$ cat config.mk
export PLATFORM = sky130hd
export DESIGN_NAME = calc_cmd_sequencer
export DESIGN_NICKNAME = d
export VERILOG_FILES = /design/src/rtl/calc_cmd_sequencer.sv
export SDC_FILE = /design/constraint.sdc
export NUM_CORES = 1
export LEC_CHECK = 0
export ABC_AREA = 1
export ABC_CLOCK_PERIOD_IN_PS = 2480
export CELL_PAD_IN_SITES_DETAIL_PLACEMENT = 0
export CELL_PAD_IN_SITES_GLOBAL_PLACEMENT = 1
export CORE_MARGIN = 4
export CORE_UTILIZATION = 44
export CTS_BUF_LIST = sky130_fd_sc_hd__clkbuf_8
export DETAILED_ROUTE_END_ITERATION = 10
export GPL_ROUTABILITY_DRIVEN = 0
export GPL_TIMING_DRIVEN = 0
export PLACE_DENSITY_LB_ADDON = 0.1
export SLEW_MARGIN = 20
export SYNTH_ARGS = -nofsm -noshare
export SYNTH_HDL_FRONTEND = slang
export SYNTH_SLANG_ARGS = --single-unit
$ cat constraint.sdc
create_clock -name clock -period 2.48 [get_ports clock]
set_input_delay 0.496 -clock clock [delete_from_list [all_inputs] [get_ports clock]]
set_output_delay 0.496 -clock clock [all_outputs]
set_load 0.02 [all_outputs]
$ cat src/rtl/calc_cmd_sequencer.sv
// Command sequencer between the keypad decoder and the calculator core.
// Buffers key codes in a small FIFO and issues them one at a time, following the
// core's status handshake; detects core errors and stalled handshakes.
module calc_cmd_sequencer #(
  parameter int unsigned DEPTH    = 4,
  parameter int unsigned TIMEOUT  = 64,
  parameter logic [3:0]  CMD_IDLE = 4'hD
) (
  input  logic                     clock,
  input  logic                     reset,
  input  logic                     key_valid,
  input  logic [3:0]               key_code,
  output logic                     key_ready,
  input  logic                     clear_err,
  input  logic [1:0]               status_in,
  output logic [3:0]               cmd_out,
  output logic                     cmd_valid,
  output logic                     calc_rst,
  output logic                     err,
  output logic                     err_timeout,
  output logic                     overflow,
  output logic [$clog2(DEPTH):0]   fifo_count
);

  localparam int unsigned PW = $clog2(DEPTH);
  localparam int unsigned CW = PW + 1;
  localparam int unsigned TW = $clog2(TIMEOUT);

  localparam logic [CW-1:0] CountFull = CW'(DEPTH);
  localparam logic [TW-1:0] TimerLast = TW'(TIMEOUT - 1);

  localparam logic [1:0] StatErr   = 2'b00;
  localparam logic [1:0] StatBusy  = 2'b01;
  localparam logic [1:0] StatReady = 2'b10;

  typedef enum logic [1:0] {StIdle, StWaitBusy, StWaitReady, StError} state_e;

  state_e          state_q, state_d;
  logic [3:0]      mem_q [DEPTH];
  logic [PW-1:0]   wr_ptr_q, rd_ptr_q;
  logic [CW-1:0]   count_q;
  logic [TW-1:0]   timer_q, timer_d, timer_inc;
  logic [3:0]      cmd_q, cmd_d;
  logic            cmd_valid_q, cmd_valid_d;
  logic            err_timeout_q, err_timeout_d;
  logic            calc_rst_q, calc_rst_d;
  logic            overflow_q, overflow_d;
  logic            push, pop, flush;

  assign key_ready  = (count_q < CountFull) && (state_q != StError);
  assign push       = key_valid && key_ready;
  assign overflow_d = key_valid && (count_q == CountFull) && (state_q != StError);
  // Flush only on the edge that enters ERROR; pushes are blocked while in it.
  assign flush      = (state_d == StError) && (state_q != StError);
  // Saturating increment so the timer can never wrap back to zero.
  assign timer_inc  = (timer_q == TimerLast) ? timer_q : timer_q + TW'(1);

  // Next-state, handshake and command register logic.
  always_comb begin
    state_d       = state_q;
    timer_d       = timer_q;
    cmd_d         = cmd_q;
    cmd_valid_d   = cmd_valid_q;
    err_timeout_d = err_timeout_q;
    calc_rst_d    = 1'b0;
    pop           = 1'b0;
    unique case (state_q)
      StIdle: begin
        cmd_d       = CMD_IDLE;
        cmd_valid_d = 1'b0;
        if (status_in == StatReady && count_q != '0) begin
          pop         = 1'b1;
          cmd_d       = mem_q[rd_ptr_q];
          cmd_valid_d = 1'b1;
          timer_d     = '0;
          state_d     = StWaitBusy;
        end else if (status_in == StatErr) begin
          state_d       = StError;
          err_timeout_d = 1'b0;
        end
      end
      StWaitBusy: begin
        timer_d = timer_inc;
        if (status_in == StatErr) begin
          state_d       = StError;
          err_timeout_d = 1'b0;
          cmd_d         = CMD_IDLE;
          cmd_valid_d   = 1'b0;
        end else if (status_in == StatBusy) begin
          state_d     = StWaitReady;
          cmd_d       = CMD_IDLE;
          cmd_valid_d = 1'b0;
          timer_d     = '0;
        end else if (timer_q == TimerLast) begin
          state_d       = StError;
          err_timeout_d = 1'b1;
          cmd_d         = CMD_IDLE;
          cmd_valid_d   = 1'b0;
        end
      end
      StWaitReady: begin
        timer_d = timer_inc;
        if (status_in == StatErr) begin
          state_d       = StError;
          err_timeout_d = 1'b0;
        end else if (timer_q == TimerLast) begin
          state_d       = StError;
          err_timeout_d = 1'b1;
        end else if (status_in == StatReady) begin
          state_d = StIdle;
        end
      end
      StError: begin
        cmd_d       = CMD_IDLE;
        cmd_valid_d = 1'b0;
        if (clear_err) begin
          calc_rst_d    = 1'b1;
          err_timeout_d = 1'b0;
          state_d       = StIdle;
        end
      end
      default: state_d = StIdle;
    endcase
  end

  // State machine and registered outputs.
  always_ff @(posedge clock) begin
    if (reset) begin
      state_q       <= StIdle;
      timer_q       <= '0;
      cmd_q         <= CMD_IDLE;
      cmd_valid_q   <= 1'b0;
      err_timeout_q <= 1'b0;
      calc_rst_q    <= 1'b0;
      overflow_q    <= 1'b0;
    end else begin
      state_q       <= state_d;
      timer_q       <= timer_d;
      cmd_q         <= cmd_d;
      cmd_valid_q   <= cmd_valid_d;
      err_timeout_q <= err_timeout_d;
      calc_rst_q    <= calc_rst_d;
      overflow_q    <= overflow_d;
    end
  end

  // FIFO pointers and occupancy.
  always_ff @(posedge clock) begin
    if (reset || flush) begin
      wr_ptr_q <= '0;
      rd_ptr_q <= '0;
      count_q  <= '0;
    end else begin
      if (push) wr_ptr_q <= wr_ptr_q + PW'(1);
      if (pop)  rd_ptr_q <= rd_ptr_q + PW'(1);
      count_q <= count_q + CW'(push) - CW'(pop);
    end
  end

  // FIFO storage; contents are don't-care until written.
  always_ff @(posedge clock) begin
    if (push) mem_q[wr_ptr_q] <= key_code;
  end

  assign cmd_out     = cmd_q;
  assign cmd_valid   = cmd_valid_q;
  assign calc_rst    = calc_rst_q;
  assign err         = (state_q == StError);
  assign err_timeout = err_timeout_q;
  assign overflow    = overflow_q;
  assign fifo_count  = count_q;

endmodule

* After elaboration in Yosys (flattened, before gate mapping)
Memory sizes are Yosys's and may differ from the RTL's. A register that Yosys moved wholly into a read port is not among the register bits.
Cells that the tools add are included.
W data, S select, Z words.
** Storage, ports and cells
- Flip-flop bits (word level) :: 23
- Bits in writable memories :: 16
- Output and inout port bits :: 13
- Word-level logic and storage cells :: 88
- Memories :: 1
** Cells by class
- Add/subtract/negate cells :: 5
- Magnitude comparators :: 1
- Equality and inequality tests :: 15
- Multiplexer cells :: 39
- Bitwise logic cells :: 1
- Reductions and logical operators :: 16
** Memory list
- mem_q :: words 4, width 4, rd ports 1, clocked after Yosys merged registers in 1, wr ports 1, line 39 : logic [3:0] mem_q [DEPTH];
** Operators with widths (number)
- $mux W6 :: 4
- $mux W2 :: 11
- $pmux W6 S3 :: 1
- $mux W4 :: 4
- $mux W1 :: 15
- $pmux W4 S3 :: 1
- $ne A2 B2 Y1 const B :: 5
- $reduce_bool A3 Y1 :: 3
- $eq A2 B2 Y1 const B :: 4
- $pmux W2 S4 :: 1
- $add A6 B1 Y6 const B :: 1
- $eq A6 B6 Y1 const B :: 1
- $logic_and A1 B1 Y1 :: 6
- $add A2 B1 Y2 const B :: 2
- $eq A2 B1 Y1 const B :: 2
- $logic_not A2 Y1 :: 2
- $ne A4 B4 Y1 const B :: 1
- $pmux W1 S4 :: 1
- $reduce_and A2 Y1 :: 2
- $reduce_and A4 Y1 :: 1
- $add A3 B1 Y3 :: 1
- $eq A3 B3 Y1 const B :: 1
- $lt A3 B3 Y1 const B :: 1
- $ne A3 B3 Y1 const B :: 1
- 5 further kinds :: 5

* Depth between registers and ports, before layout
- Word-level depth :: 9
- Depth in mapped cells :: 13
- Gate-level depth less buffers :: 12

* Worst setup path before layout
OpenSTA, ideal clock, no wires.
- Kind :: reg-to-reg
- Start :: register state_q[0]
- End :: register count_q[2] (netlist: fifo_count[2])
- Library setup time :: 0.116 ns
- Arrival time :: 2.559 ns
- Path slack :: -0.194 ns
- Stages on the path, launching flop included :: 11
- Path buffers :: 0
- Clock period less this slack :: 2.674 ns
- Path through :: dfxtp_1 ha_1 nor2_1 nand2_1 ha_1 inv_1 ha_1 fa_1 xnor2_1 xor2_1 nor2_1
** RTL lines
- from (decl) :: line 38 : state_e state_q, state_d;
- from (signal assigned) :: line 129 : state_q <= StIdle;
- from (signal assigned) :: line 137 : state_q <= state_d;
- $eq A2 B2 Y1
- via err :: line 19 : output logic err,
- $pmux W2 S4 :: line 67 : unique case (state_q)
- $eq A2 B2 Y1 :: line 54 : assign flush = (state_d == StError) && (state_q != StError);
- $logic_and A1 B1 Y1 :: line 54
- $logic_or A1 B1 Y1 :: line 149 : if (reset || flush) begin
- to (signal assigned) :: line 156 : count_q <= count_q + CW'(push) - CW'(pop);
- to (decl) :: line 41 : logic [CW-1:0] count_q;
The timed path passes the listed nets, and every way through them passes these cells.
A chain may end at the register's enable or synchronous reset.

* Final worst setup path
- Start :: register state_q[0]
- End :: register count_q[2] (netlist: fifo_count[2])
** Between the ends
- Longest elaborated chain between the ends :: 7
** Ends and longest elaborated chain
- branches (longest 7 deep; another with $add A3 B1 Y3)
Parallel ways; which one is timed is not known.

==> summary.txt <==
Outcome
  – Status: complete, but fails checks
  – Failing checks: design-rule violations

Synthesis
  – Fraction of registers with async set/reset: 0
  – Synth Cell Area: 2013 um2
  – Most common cell in the netlist: nand2_1
  – Synth Flop Type: dfxtp_1
  – Share of the synthesized area in the top cell type: 0.2486
  – Largest family of logic cells by synthesized area: simple AND/OR/NAND/NOR gates
  – Yosys top cell by area: dfxtp_1
  – Yosys cell types: 27
  – Ys Warns: 0
  – Syn avg cell area: 8.678 um2
  – Post-synth EDFFs: 16
  – Sequential share of the synthesized area: 0.4873
  – Mapped Cells: 232
  – Synth Area in Compound Gates: 0.1069
  – Synth Area in Simple Gates: 0.2026
  – Mux cell area share after synthesis: 0.005594
  – Top cells by area, synth: dfxtp_1 25%, edfxtp_1 24%, nand2_1 8.8%
  – Post-synthesis sequential element count: 41
  – Syn nets: 256
  – Post-synth top cells: 47 x nand2_1, 34 x inv_1, 30 x nor2_1
  – Synth Area in Adders: 0.09074
  – Synth Area in XOR/XNOR: 0.03045

STA
  – Slew Viols, Final: 0
  – Min cycle time layout: 2.330 ns
  – Pin slew with the least headroom to its limit: 0.4918 ns
  – Setup WS post-layout: 0.1496 ns
  – Final TNS setup: 0 ns
  – Hold Violations, Final: 0
  – Crit share post-route: 0.9397
  – RSZ-0062 raised after global routing: false
  – F_max: 429.1 MHz
  – Hold slack: 0.4786 ns
  – Worst Clk Skew: 0.006745 ns
  – Setup-failing EPs final: 0
  – Slew headroom: 0.6722

Die
  – Core area: 4384 um2
  – Cell Rows: 24
  – Die footprint: 5721 um2
  – Io pins: 23
  – Die Height: 75.64 um
  – Die W: 75.64 um
  – Initial Utilization: 0.4592

Cells and area
  – Layout Nets: 285
  – Multi-input combinational cell area: 893.4 um2
  – Fill count: 402
  – Storage cell area: 985.9 um2
  – Share of layout cells above drive strength 1: 0.09542
  – Diode count: 0
  – Syn-to-layout area delta: 20.94%

Worst setup path
  – Worst setup SP type: flop
  – Worst EP arrival: 2.53 ns
  – Worst-path maximum fanout: 7
  – Crit Path Class: flop to flop
  – CP Data Required Time: 2.68 ns
  – Worst setup EP type: flop

Routing
  – Routed len/inst: 12.30 um
  – Antenna-violating nets left: 0
  – Detailed-route via count: 1506
  – Pre-antenna DRT Iters: 7
  – Drt total wl: 3863 um
  – Vias per inst: 4.796
  – DR DRC count: 1
  – Initial drt markers: 122

Power
  – VDD IR max: 0.4028 mV
  – Pwr/cell area: 832.1 nW/um2
  – Static leakage: 1.026 nW

Global route
  – Layer with the highest usage: met2
  – Met2 Track Usage GR: 0.2263
  – Remaining Overflow, GRT: 0
  – Largest net degree at the start of global routing: 14
  – Initial antenna violation count: 0
  – Vias in the first global route: 1436
  – GR Util met1: 0.2097
  – Met3 Resource Use GR: 0.04485
  – Overall routing resource usage: 0.1535
  – First-pass GRT wire length: 6520 um

Hold path
  – Worst hold path type: flop to flop

Clocking
  – Root buffer cell: clkbuf_8
  – H-tree levels: 2
  – TritonCTS clock tree: built
  – Reg clk slew, reported paths: 0.08 ns
  – Clock tree buffer depth: 2
  – Clk Latency, worst-skew pair: 0.29 ns
  – CTS Buf Count: 5
  – Clock Sinks: 41

Job
  – Max Cap Viol: 0

Placed design
  – DP Worst Slack: -0.3480 ns
  – Dpl hpwl: 2885 um
  – I/O Buffers: 22
## metrics by stage
stage,cell area [um2],cells,utilization,power (mW)
2_1_floorplan,2021,232,-,1.315
3_3_place_gp,2306,306,0.5260,1.500
3_5_place_dp,2306,306,0.5260,1.500
4_1_cts,2425,314,0.5531,2.048
5_1_grt,2435,314,0.5554,2.169
6_report,2435,314,0.5554,2.026
## where the power goes
part           internal [mW]  switching [mW]  total [mW]
Sequential             0.793          0.0638       0.857
Clock                  0.298           0.235       0.534
Combinational          0.253           0.382       0.635
## sequential cells by signal, summed over array words and instances (netlist names), 2 cells and up, named ones only
name        count
cmd_out         4
state_q         2
rd_ptr_q        2
fifo_count      3
mem_q          16
wr_ptr_q        2
timer_q         6
## kinds of logic after synthesis
logic type / count (synthesis)
AND/OR/NAND/NOR: 97
flip-flops: 41
adder cells (fa/ha/maj): 14
AO/OA/AOI/OAI: 33
buffers and inverters: 39
XOR/XNOR: 7
multiplexers: 1
## worst paths after layout
path	startpoint	endpoint	slack, ns	cells after the start
max	state_q[0]	fifo_count[2]	0.15	10
min	timer_q[1]	timer_q[1]	0.48	2
max reg2reg	state_q[0]	fifo_count[2]	0.15	10
min reg2reg	timer_q[1]	timer_q[1]	0.48	2
## area by class of cell
class                   instances  share of cell area
clock inverters                 3             0.01747
repair buffers                 22             0.09250
well taps                      52             0.02672
flip-flops and latches         41              0.4049
inverters                      36             0.05550
plain buffers                   3            0.007708
clock buffers                   5             0.02826
multi-input cells             152              0.3669
## cells in the final DEF (no fill, tap or decap), types with 3 or more instances in the layout
master	Yosys	routed
nand2_1	47	46
inv_1	34	35
nor2_1	30	29
dfxtp_1	25	23
clkdlybuf4s50_1	0	20
edfxtp_1	16	16
ha_1	13	13
nand3_1	10	10
o21ai_0	10	10
a21oi_1	9	9
o22ai_1	7	7
clkbuf_8	0	5
xnor2_1	4	4
nor2_2	4	3
nand2_2	2	3
xor2_1	3	3
## routing by layer
| metal | vias up | wire, um |
|---|---|---|
| met3 | 8 | 209 |
| met5 | - | 0 |
| li1 | 798 | - |
| met1 | 665 | 1960 |
| met2 | 35 | 1614 |
| met4 | 0 | 78 |
## worst max-delay path, cell delays in order, from the launching register on
cell	delay, ns
dfxtp_4	0.37
ha_1	0.29
nor2_4	0.12
nand2_2	0.12
ha_1	0.30
inv_1	0.04
ha_1	0.18
fa_1	0.37
xnor2_1	0.20
xor2_1	0.17
nor2_1	0.06
## what timing repair did
| item | in CTS | in global routing |
|---|---|---|
| hold buffers | 0 | 0 |
| resized for setup | 2 | 5 |
| endpoints found under the setup margin | 1 | 1 |
| pin swaps | 0 | 0 |
| endpoints found under the hold margin | 0 | 0 |
| buffers inserted | 0 | 0 |
| gates cloned | 0 | 0 |
Note: power is estimated with default switching activity, not from simulation.
